<file path="src/rtl/melody_player.sv">
// melody_player: FIFO-buffered note sequencer driving an external beat counter and a buzzer.
// Define MELODY_GAP_EN to insert GAP_TICKS of silence after every note.
module melody_player #(
  parameter int CLK_HZ     = 50_000_000,
  parameter int DEPTH      = 16,
  parameter int BEAT_TICKS = 12_500_000,
  parameter int GAP_TICKS  = 1_250_000
) (
  input  logic        clk,
  input  logic        rstn,
  input  logic        wr_en,
  input  logic [4:0]  wr_note,
  input  logic [2:0]  wr_dur,
  output logic        full,
  input  logic        play,
  output logic        busy,
  output logic [4:0]  cur_note,
  output logic        beat_en,
  output logic [27:0] beat_cnt_parameter,
  input  logic        beat_finish,
  output logic        buzzer
);
  localparam int AW = $clog2(DEPTH);
  localparam logic [27:0] BEAT_PARAM = 28'(BEAT_TICKS - 1);
  localparam logic [27:0] GAP_PARAM = 28'(GAP_TICKS - 1);
`ifdef MELODY_GAP_EN
  localparam bit GAP_ON = 1'b1;
`else
  localparam bit GAP_ON = 1'b0;
`endif
  localparam int FREQ [21] = '{262, 294, 330, 349, 392, 440, 494,
                               523, 587, 659, 698, 784, 880, 988,
                               1047, 1175, 1319, 1397, 1568, 1760, 1976};
  typedef enum logic [1:0] {IDLE, LOAD, PLAY, GAP} state_t;
  function automatic logic is_tone(input logic [4:0] n);
    return n != 5'd0 && n <= 5'd21;
  endfunction
  logic [7:0] mem [DEPTH];
  logic [AW-1:0] wp, rp;
  logic [AW:0] cnt;
  state_t state;
  logic [4:0] note, head_note;
  logic [2:0] beats_left;
  logic [19:0] tone_cnt, half;
  logic [19:0] half_tab [21];
  logic push, pop, empty, tone, next_load, wrap;
  for (genvar i = 0; i < 21; i++) begin : g_half
    assign half_tab[i] = 20'(CLK_HZ / (2 * FREQ[i]));
  end
  assign full = cnt == (AW+1)'(DEPTH);
  assign empty = cnt == '0;
  assign push = wr_en && !full;
  assign pop = state == LOAD;
  assign busy = state != IDLE;
  assign head_note = mem[rp][7:3];
  assign tone = is_tone(note);
  assign half = half_tab[tone ? note - 5'd1 : 5'd0];
  assign wrap = tone_cnt == half - 20'd1;
  assign next_load = play && !empty;
  always_ff @(posedge clk)
    if (push) mem[wp] <= {wr_note, wr_dur};
  always_ff @(posedge clk or negedge rstn)
    if (!rstn) begin
      wp <= '0;
      rp <= '0;
      cnt <= '0;
    end else begin
      if (push) wp <= wp + 1'b1;
      if (pop) rp <= rp + 1'b1;
      cnt <= cnt + (AW+1)'(push) - (AW+1)'(pop);
    end
  always_ff @(posedge clk or negedge rstn)
    if (!rstn) begin
      state <= IDLE;
      note <= '0;
      beats_left <= '0;
      tone_cnt <= '0;
      buzzer <= 1'b0;
      beat_en <= 1'b0;
      cur_note <= '0;
      beat_cnt_parameter <= BEAT_PARAM;
    end else begin
      case (state)
        IDLE: begin
          beat_en <= 1'b0;
          buzzer <= 1'b0;
          cur_note <= '0;
          if (next_load) state <= LOAD;
        end
        LOAD: begin
          note <= head_note;
          beats_left <= mem[rp][2:0];
          tone_cnt <= '0;
          buzzer <= 1'b0;
          beat_en <= 1'b1;
          beat_cnt_parameter <= BEAT_PARAM;
          cur_note <= is_tone(head_note) ? head_note : 5'd0;
          state <= PLAY;
        end
        PLAY: begin
          if (tone) begin
            tone_cnt <= wrap ? 20'd0 : tone_cnt + 20'd1;
            if (wrap) buzzer <= ~buzzer;
          end
          if (beat_finish) begin
            if (beats_left != 3'd0) beats_left <= beats_left - 3'd1;
            else begin
              buzzer <= 1'b0;
              cur_note <= '0;
              tone_cnt <= '0;
              if (GAP_ON) begin
                state <= GAP;
                beat_cnt_parameter <= GAP_PARAM;
              end else begin
                beat_en <= 1'b0;
                state <= next_load ? LOAD : IDLE;
              end
            end
          end
        end
        default: if (beat_finish) begin
          beat_en <= 1'b0;
          beat_cnt_parameter <= BEAT_PARAM;
          state <= next_load ? LOAD : IDLE;
        end
      endcase
    end
endmodule

</file>
<file path="config.mk">
export PLATFORM = sky130hd
export DESIGN_NAME = melody_player
export DESIGN_NICKNAME = d
export VERILOG_FILES = /design/src/rtl/melody_player.sv
export SDC_FILE = /design/constraint.sdc
export NUM_CORES = 1
export LEC_CHECK = 0
export ABC_AREA = 1
export CELL_PAD_IN_SITES_DETAIL_PLACEMENT = 1
export CELL_PAD_IN_SITES_GLOBAL_PLACEMENT = 1
export CORE_ASPECT_RATIO = 0.9
export CORE_MARGIN = 5
export CORE_UTILIZATION = 45
export DETAILED_ROUTE_END_ITERATION = 7
export GPL_ROUTABILITY_DRIVEN = 0
export PLACE_DENSITY = 0.82
export SETUP_SLACK_MARGIN = 0.15
export SKIP_LAST_GASP = 1
export SLEW_MARGIN = 5
export SYNTH_ARGS = -nofsm -noshare
export SYNTH_HDL_FRONTEND = slang
export SYNTH_SLANG_ARGS = --single-unit
</file>
<file path="constraint.sdc">
create_clock -name clk -period 10.66 [get_ports clk]
set_input_delay 2.132 -clock clk [delete_from_list [all_inputs] [get_ports clk]]
set_output_delay 2.132 -clock clk [all_outputs]
set_load 0.005 [all_outputs]
</file>
Word level (Yosys, flattened, before mapping)
Memories as Yosys holds them, arrays and structs flattened. Index checks and enable logic that the tools add are counted.

Equality and inequality tests: 8. Add/subtract/negate cells: 8. Muxes and demuxes: 34. Bitwise logic cells: 3. Reductions and logical operators: 24. Magnitude comparators: 3.

Operators by type and width (number): 20-bit 2-to-1 mux (6); 28-bit case mux with 2 select lines (1); 20-bit case mux with 2 select lines (1); 28-bit 2-to-1 mux (1); 20-bit by 1-bit adder with 20-bit output, second input constant (1); 20-bit == test (1); 5-bit 2-to-1 mux (4); 20-bit by 1-bit subtractor with 20-bit output, second input constant (1); 5-bit case mux with 3 select lines (1); 5-bit less-or-equal comparator, second input constant (2); 1-bit 2-to-1 mux (10); 5-bit nonzero test (2); 3-bit AND reduction (3); 3-bit nonzero test (3); 4-bit by 1-bit adder with 4-bit output, second input constant (2); 2-bit 2-to-1 mux (4); 2-bit inequality test, second input constant (4); 2-bit nonzero test (4); 6-bit greater-or-equal comparator, second input constant (1); 3-bit 2-to-1 mux (2); 5-bit NOT with 6-bit output (1); 2-bit case mux with 3 select lines (1); 3-bit case mux with 2 select lines (1); 5-bit by 1-bit adder with 5-bit output (1); 16 further kinds (22).

Word-level logic and storage cells: 93. Output and inout port bits: 37. Memories: 2. Bits in read-only memories: 640. Register bits: 78. RAM bits: 128.

Memories: (no name shown) (words 32, width 20, rd ports 1, clocked after Yosys merged registers in 0, write ports 0, line 57) `assign half = half_tab[tone ? note - 5'd1 : 5'd0];`; mem (words 16, width 8, rd ports 1, clocked after Yosys merged registers in 0, write ports 1, line 38) `logic [7:0] mem [DEPTH];`.

Logic depth before layout (Yosys ltp)
Gate-level depths: netlist (run 1).

Depth after elaboration: 14. Gate-level depth with buffers: 32. Mapped depth without buffers: 31.

Least setup slack after synthesis (run 1)
OpenSTA, ideal clock, no wires.

Kind: reg2reg. Start: register note[0]. End: register tone_cnt[11]. Path slack: 6.969 ns. Required time: 10.518 ns. Library setup time: 0.142 ns. Cell stages (with the launch flop): 31. Arrival time: 3.549 ns. Path buffers: 2. Cell sequence: dfrtp_1 -> ha_1 -> nor2_1 -> nand2_1 -> nand2_2 -> nand2_4 -> buf_6 -> nand2_1 -> inv_1 -> ha_1 -> inv_1 -> nand3_1 -> nand3_1 -> nand3_1 -> nand2_1 -> inv_1 -> ha_1 -> xnor2_1 -> nor2_1 -> nand2_1 -> nor2_1 -> nand2_1 -> nor2_1 -> nand2_1 -> nor2_1 -> nand3_1 -> nor2_1 -> nand4_2 -> nand2_4 -> buf_8 -> o22ai_2.

Word-level cells in the longest chain between the ends: 14. Elaborated cells on any way between the ends: 16.

Ends and longest elaborated chain: start: declaration (line 42) `logic [4:0] note, head_note;`; start signal: assignment (line 91) `note <= head_note;`; 5-bit less-or-equal comparator or 5-bit nonzero test (tied branches) (line 36) `return n != 5'd0 && n <= 5'd21;`; 1-bit logical AND (line 36); 5-bit 2-to-1 mux (line 57); 5-bit NOT with 6-bit output (line 57); memory read 32 x 20 bit; 20-bit 2-to-1 mux (2 in a row) (line 57); 20-bit by 1-bit subtractor with 20-bit output (line 58) `assign wrap = tone_cnt == half - 20'd1;`; 20-bit == test (line 58); 20-bit 2-to-1 mux (line 102) `tone_cnt <= wrap ? 20'd0 : tone_cnt + 20'd1;`; 20-bit 2-to-1 mux (*) (line 101) `if (tone) begin`; 20-bit 2-to-1 mux (line 106) `if (beats_left != 3'd0) beats_left <= beats_left - 3'd1;`; 20-bit 2-to-1 mux (*) (line 105) `if (beat_finish) begin`; 20-bit case mux with 2 select lines (*) (line 83) `case (state)`; end signal: assignment (line 102); end: declaration (line 44) `logic [19:0] tone_cnt, half;`.

Mark *: on every way between the ends. The rest lies on a longest branch, timed or not. The select of a mux whose other input is x is not followed. A chain may end at the register's enable or synchronous reset.

Final worst setup path (run 1)
Start: register note[1]. End: register tone_cnt[5].

The elaborated chain is that of the path after synthesis.

==> impl_metrics.ini, run 1 <==
[critical_path]
critPathMaxStageDelay_ns = 0.36
worst_ep_arrival_time_ns = 4.68
cp.required_ns = 10.95
start_kind = register
crit_type = register to register
worstReg2RegEnd = tone_cnt[5]
slowest_stage = dfrtp_1
cp_common_cell = nand2_1
crit_path_max_fanout = 22
reg2reg_from = note[1]
worstRegToRegCells = 28
crit_path_end_kind = register
reg2reg_slack_ns = 6.26

[clock_tree]
numCtsBuffers = 17
cts_buffer_depth = 2
htree_levels = 4
cts-root-buf = clkbuf_16
clk_pin_slew_ns = 0.07
post_cts_resized = 0
cts_setup_buffers = 0
insertion_delay_ns = 0.44
cts_tree = built
ctsHoldBuffers = 0
clkSinkCount = 178

[global_routing]
grt_pass1_wl_um = 40600
grt_pass1_vias = 7517
grt_use_total_pct = 21.6
top_usage_layer = met2
grt_max_degree = 69
grt_use_met2_pct = 37.4
gr-usage-met3_pct = 3.18
use_met1_pct = 27.7
overflow = 0
antenna_found_initial = 0

[synth]
synth_seq_cells = 178
synth_area_um2 = 9500
synth_top_area_share_pct = 40.5
synth.area.top_cells = edfxtp_1 40%, dfrtp_1 13%, nand2_1 6.8%
yosysTopAreaCell = edfxtp_1
synthDistinctLibCells = 46
ys_top_cells_by_count = 172 x nand2_1, 128 x edfxtp_1, 124 x nor2_1
ys_async_sr_fraction_pct = 28.1
synth-edff-count = 128
yosysMostFrequentCell = nand2_1
synth_warnings = 0
synth_top_flop_cell = edfxtp_1
ys_seq_area_share_pct = 53.6
syn_inst = 995
syn_area_per_cell_um2 = 9.54

[cells_and_area]
nets = 1046
multi_input_area_um2 = 3760
nFillCells = 2357
antennaDiodeCount = 0
drive_gt1_share_pct = 8.09
seqCellArea_um2 = 5100
areaGrowthSynthToFinish_pct = 9.82

[routing]
drc = 0
drtAntennaViolNets = 0
drt_iter0_drc = 486
firstDrtPassIters = 4
vias = 7117
post_drt_wl_per_cell_um = 19.4
routed_via_density = 5.48
routed_wl_um = 25200

[timing]
slew_viol_final = 0
setup_viol = 0
rsz0062_at_grt = false
fin_crit_sh_pct = 41.2
period_minus_slack_ns = 4.40
hold_viol = 0
skew_ns = 0.0138
relSlewSlack_pct = 27.3
fmax_mhz = 227
tightest_slew_ns = 1.09
fin_setup_tns_ns = 0

[placement]
place_hpwl_um = 16900
portBuffers = 21

[floorplan]
die_w_um = 163
die_area_um2 = 24100
row_count = 50
core_region_area_um2 = 20800
io_pins = 50
initial_core_util_pct = 45.7
die_h_um = 148

[min_path]
min_to = cur_note[3]
hold_class = register to register
hp-start = cur_note[3]
worstHoldPathCells = 2

[job]
cap_violations = 0

[run_status]
run_status = finished clean
worst max-delay path, delay by kind of cell (launching register included):
family	cells	cell delay [ns]
simple gates	19	2.43
fa+ha+maj	3	0.72
buf+inv	4	0.47
flops	1	0.36
xor+xnor	1	0.13
compound gates	1	0.12
final cells by class:
type	instances	share of cell area, %
sequential	178	48.9
multi-input combinational	687	36.1
clock buffer	19	4.25
tap	286	3.43
inverter	90	3.24
timing repair buffer	26	2.33
clock inverter	13	1.81
cell usage in the layout, fill, tap and decap left out, drive strengths merged, types with 4 or more instances in the layout:
cell type	Yosys	layout
inv	88	95
nand4	14	14
clkbuf	28	19
o31ai	5	5
buf	38	6
a21oi	6	6
nor3	4	4
nand2	187	187
nor2	133	133
edfxtp	128	128
o221ai	17	17
clkdlybuf4s50	0	20
o22ai	35	35
clkinv	2	4
xor2	30	30
dfrtp	50	50
o211ai	10	10
conb	2	28
o21ai	98	98
nand3	69	69
nor4	4	4
ha	32	32
flip-flops by register name (all words and copies together), names as in the netlist, 2 cells and up:
name        cells
cnt             5
note            5
cur_note        5
beats_left      3
wp              4
state           2
tone_cnt       20
mem           128
rp              4
metrics by stage:
| stage | worst slack (ns) | instances | area, um^2 | util, % | hold WS [ns] |
|---|---|---|---|---|---|
| 2_1_floorplan | 6.97 | 1021 | 9590 | - | 0.475 |
| 3_5_place_dp | 6.30 | 1267 | 9800 | 47.2 | 0.481 |
| 5_1_grt | 5.79 | 1299 | 10400 | 50.2 | 0.530 |
| 4_1_cts | 6.27 | 1299 | 10400 | 50.2 | 0.503 |
| 6_report | 6.26 | 1299 | 10400 | 50.2 | 0.506 |
| 3_3_place_gp | 6.52 | 1267 | 9800 | 47.2 | 0.473 |
kinds of logic after synthesis:
group	synth area share [%]
AO/OA/AOI/OAI	11.9
XOR/XNOR	3.12
adder cells (fa/ha/maj)	4.43
buffers and inverters	7.76
flip-flops	53.6
other	0.0791
AND/OR/NAND/NOR	19.1
routing by layer:
metal / share of wire [%] / up-vias
met5: 0 / -
met4: 2.6 / 0
met3: 3.5 / 39
met2: 51 / 155
met1: 43 / 3547
li1: - / 3376
worst max path at each step:
| stage | start | end | cells past startpoint |
|---|---|---|---|
| after floorplan | note[0] | tone_cnt[11] | 30 |
| after global placement | wr_en | mem[11][7] | 5 |
| after detailed placement | note[1] | tone_cnt[3] | 28 |
| after CTS | note[1] | tone_cnt[3] | 28 |
| after global routing | note[1] | tone_cnt[19] | 29 |
| final | note[1] | tone_cnt[5] | 28 |
Power of run 1 is not shown: default switching activity piles up to over one toggle a cycle in this logic, so the estimate is an artifact.
==> run 2: changes to the inputs <==
==> constraint.sdc (replaced) <==
create_clock -name clk -period 4.1 [get_ports clk]
set_input_delay 0.82 -clock clk [delete_from_list [all_inputs] [get_ports clk]]
set_output_delay 0.82 -clock clk [all_outputs]
set_load 0.005 [all_outputs]
==> run 2 against run 1 <==
Compared with the run above:
- die area unchanged
- clock skew up 0.0013 ns
- sequential share of layout area down 1.7 points
- critical path depth unchanged
- largest cell class unchanged
==> impl_metrics.ini, run 2 (synthesized netlist as in run 1, its figures left out) <==
[critical_path]
crit_path_end_kind = register
crit_type = register to register
reg2reg_from = note[1]
start_kind = register
worst_ep_arrival_time_ns = 3.98
crit_start = note[1]
critPathMaxStageDelay_ns = 0.38
cp_num_buf_inv = 4
cp_top_family = simple AND/OR/NAND/NOR gates
slowest_stage = dfrtp_1
crit_path_max_fanout = 7
cp_common_cell = nand2_1
cp.required_ns = 4.39

[timing]
slew_viol_final = 0
hold_viol = 0
fin_crit_sh_pct = 90.0
tightest_slew_ns = 1.08
relSlewSlack_pct = 27.7
fin_setup_tns_ns = 0
skew_ns = 0.0151
setup_viol = 0
period_minus_slack_ns = 3.69
fmax_mhz = 271
rsz0062_at_grt = false

[global_routing]
grt_pass1_vias = 7512
grt_pass1_wl_um = 40300
antenna_found_initial = 0
grt_use_total_pct = 21.3
overflow = 0
grt_max_degree = 65

[floorplan]
core_region_area_um2 = 20800
initial_core_util_pct = 45.7
die_w_um = 163
io_pins = 50
die_area_um2 = 24100
die_h_um = 148
row_count = 50

[cells_and_area]
final_area_um2 = 10800
seqCellArea_um2 = 5100
largest_reg_flops = 128
nFillCells = 2332
drive_gt1_share_pct = 13.1
largest-register = mem
nets = 1070
layout_common_cells = 169 x nand2_1, 128 x edfxtp_1, 117 x nor2_1
postLayoutCoreUtil_pct = 52.0
multi_input_area_um2 = 3960
antennaDiodeCount = 0
areaGrowthSynthToFinish_pct = 13.7
reg.largest.list = mem x128, tone_cnt x20
final_common_cell = nand2_1

[clock_tree]
htree_levels = 4
ctsHoldBuffers = 0
numCtsBuffers = 17
clkSinkCount = 178
cts_buffer_depth = 2
cts_tree = built
insertion_delay_ns = 0.44
clk_pin_slew_ns = 0.08
cts-root-buf = clkbuf_16

[routing]
drtAntennaViolNets = 0
drc = 0
post_drt_wl_per_cell_um = 19.3
routed_wl_um = 25600
firstDrtPassIters = 6
vias = 7227
drt_iter0_drc = 476
routed_via_density = 5.46

[min_path]
hold_class = register to register
hp-start = beat_en

[placement]
place_hpwl_um = 17300
portBuffers = 21
place_area_um2 = 9850

[run_status]
run_status = finished clean

[job]
cap_violations = 0
[run 2: area by class of cell]
class                   count  area share [%]
clock buffers              17            3.94
clock inverters            15            1.83
inverters                  90            3.20
multi-input cells         689            36.7
flip-flops and latches    178            47.2
well taps                 286            3.31
repair buffers             48            3.81
[run 2: worst paths after layout]
check | slack [ns] | cells past startpoint | end
min reg2reg | 0.49 | 2 | beat_en
max in group asynchronous | 2.77 | 2 | rp[0]
min | 0.49 | 2 | beat_en
min in group asynchronous | 0.51 | 1 | tone_cnt[4]
max reg2reg | 0.41 | 28 | tone_cnt[3]
max | 0.41 | 28 | tone_cnt[3]
[run 2: tightest hold or removal path, delay by kind of cell, from the launching register on]
family / cells / cell delay [ns]
simple gates: 1 / 0.05
flops: 1 / 0.35
compound gates: 1 / 0.06
[run 2: per-layer routing]
| metal | vias up | GRT usage, % | part of all wire (%) |
|---|---|---|---|
| met3 | 32 | 3.12 | 3.9 |
| met4 | 0 | 6.67 | 1.6 |
| met1 | 3578 | 26.6 | 42 |
| met2 | 191 | 38.0 | 52 |
| li1 | 3426 | - | - |
| met5 | - | 0 | 0 |
[run 2: repair_timing]
item                                    CTS  global route
endpoints found under the setup margin   21            21
pin swaps                                 7            14
resized for setup                        14            33
buffers inserted                          4            11
endpoints found under the hold margin     0             0
cloned                                    2             0
[run 2: metrics by stage]
| step | hold WS, ns | setup slack [ns] | std cells |
|---|---|---|---|
| 2_1_floorplan | 0.475 | 0.409 | 1021 |
| 6_report | 0.494 | 0.409 | 1323 |
| 4_1_cts | 0.500 | 0.164 | 1312 |
| 3_5_place_dp | 0.482 | -0.0234 | 1274 |
| 5_1_grt | 0.536 | 0.142 | 1323 |
| 3_3_place_gp | 0.474 | 0.271 | 1274 |
Power of run 2 is left out for the same reason.
==> run 3: changes to the inputs <==
--- a/config.mk
+++ b/config.mk
@@ -9,10 +9,12 @@
 export CELL_PAD_IN_SITES_DETAIL_PLACEMENT = 1
 export CELL_PAD_IN_SITES_GLOBAL_PLACEMENT = 1
 export CORE_ASPECT_RATIO = 0.9
-export CORE_MARGIN = 5
+export CORE_MARGIN = 4
 export CORE_UTILIZATION = 45
 export DETAILED_ROUTE_END_ITERATION = 7
 export GPL_ROUTABILITY_DRIVEN = 0
+export GPL_TIMING_DRIVEN = 0
+export HOLD_SLACK_MARGIN = 0.02
 export PLACE_DENSITY = 0.82
 export SETUP_SLACK_MARGIN = 0.15
 export SKIP_LAST_GASP = 1
==> run 3 against run 2 <==
Compared with the run above:
- core utilization grew 2.5 points
- worst setup slack lost 0.047 ns
- die area down 2.6%
- first-iteration DRC count is 6.7% higher
- count of clock-buffer cells in the layout stayed put
- flip-flop and latch count unchanged
- global-route usage grew 1.5 points
- maximum frequency down 1.3%
- clock skew is 0.0054 ns lower
- cell count is 5.5% higher
- critical path type unchanged
- critical endpoint is now tone_cnt[18]
==> impl_metrics.ini, run 3 (synthesized netlist as in run 1, its figures left out) <==
[cells_and_area]
largest_reg_flops = 128
layout_common_cells = 168 x nand2_1, 128 x edfxtp_1, 119 x nor2_1
fin_cells = 1396
antennaDiodeCount = 0
nets = 1143
postLayoutCoreUtil_pct = 54.5
drive_gt1_share_pct = 16.7
final_area_um2 = 11300
reg.largest.list = mem x128, tone_cnt x20
final_common_cell = nand2_1
largest-register = mem
areaGrowthSynthToFinish_pct = 19.2

[clock_tree]
cts_buffer_depth = 2
cts-root-buf = clkbuf_16
numCtsBuffers = 17
ctsHoldBuffers = 0
clkSinkCount = 178
clk_pin_slew_ns = 0.08
htree_levels = 4
insertion_delay_ns = 0.44
cts_tree = built

[critical_path]
slowest_stage = dfrtp_1
cp_top_family = simple AND/OR/NAND/NOR gates
worst_ep_arrival_time_ns = 4.04
crit_path_max_fanout = 6
crit_start = note[1]
reg2reg_from = note[1]
crit_path_end_kind = register
crit_type = register to register
critPathMaxStageDelay_ns = 0.38
reg2reg_slack_ns = 0.36
start_kind = register
cp.required_ns = 4.40
worstRegToRegCells = 30
cp_num_buf_inv = 5
worstReg2RegEnd = tone_cnt[18]

[placement]
dp_cells = 1329
portBuffers = 21
place_hpwl_um = 18200
place_area_um2 = 10200

[floorplan]
core_region_area_um2 = 20800
die_area_um2 = 23500
row_count = 50
initial_core_util_pct = 45.7
die_h_um = 146
die_w_um = 161
io_pins = 50

[routing]
routed_via_density = 5.47
vias = 7641
drtAntennaViolNets = 0
drt_iter0_drc = 508
firstDrtPassIters = 5
post_drt_wl_per_cell_um = 19.6
drc = 0
routed_wl_um = 27300

[global_routing]
grt_max_degree = 35
grt_pass1_wl_um = 42000
overflow = 0
antenna_found_initial = 0
grt_use_total_pct = 22.7
grt_pass1_vias = 7881

[timing]
relSlewSlack_pct = 18.8
fmax_mhz = 268
hold_viol = 0
fin_setup_tns_ns = 0
setup_viol = 0
period_minus_slack_ns = 3.74
slew_viol_final = 0
fin_crit_sh_pct = 91.2
tightest_slew_ns = 1.21
rsz0062_at_grt = true
skew_ns = 0.00970

[min_path]
hold_class = primary input to async pin

[run_status]
run_status = finished clean

[job]
cap_violations = 0
-- run 3: cell types whose count changed in the layout (fill, tap and decap cells not counted), sizes merged --
cell | previous run | this run
nand2 | 189 | 188
clkinvlp | 1 | 0
inv | 95 | 96
clkbuf | 17 | 46
buf | 28 | 73
-- run 3: timing repair --
item / CTS / global route
setup endpoints to repair: 21 / 21
pin swaps: 4 / 25
resized for setup: 23 / 38
setup buffers: 13 / 20
cloned: 0 / 2
-- run 3: worst register-to-register path: cells and delay by family, from the launching register on --
family          cells  cell delay (ns)
simple gates       20             1.83
fa+ha+maj           3             0.68
buf+inv             5             0.51
flops               1             0.38
xor+xnor            1             0.12
compound gates      1             0.06
-- run 3: how the worst max path moves through the flow --
stage	endpoint	slack (ns)	cells after the start
finish	tone_cnt[18]	0.36	30
global route	tone_cnt[18]	0.02	31
CTS	tone_cnt[18]	0.16	30
detailed placement	tone_cnt[18]	-0.49	30
global placement	tone_cnt[18]	-0.42	30
floorplan	tone_cnt[11]	0.41	30
-- run 3: metrics by stage --
| stage | setup WS, ns | hold slack [ns] |
|---|---|---|
| floorplan | 0.409 | 0.475 |
| global placement | -0.425 | 0.473 |
| detailed placement | -0.491 | 0.477 |
| global route | 0.0226 | 0.345 |
| finish | 0.362 | 0.330 |
| CTS | 0.156 | 0.338 |
-- run 3: cell type report --
cell class	instances	area, um^2
Buffer	66	413
Clock buffer	17	425
Clock inverter	15	183
Fill cell	2331	9450
Inverter	90	355
Multi-Input combinational cell	688	3980
Sequential cell	178	5100
Tap cell	286	358
Timing Repair Buffer	56	509
-- run 3: per-layer routing --
layer | vias to the layer above | wire length [um] | part of all wire (%) | GRT usage (%)
met5 | - | 0 | 0 | 0
met4 | 0 | 384 | 1.4 | 5.12
met3 | 33 | 1360 | 5.0 | 3.91
met2 | 228 | 14200 | 52 | 40.8
met1 | 3793 | 11400 | 42 | 28.8
li1 | 3587 | - | - | -
Power of run 3 is left out for the same reason.
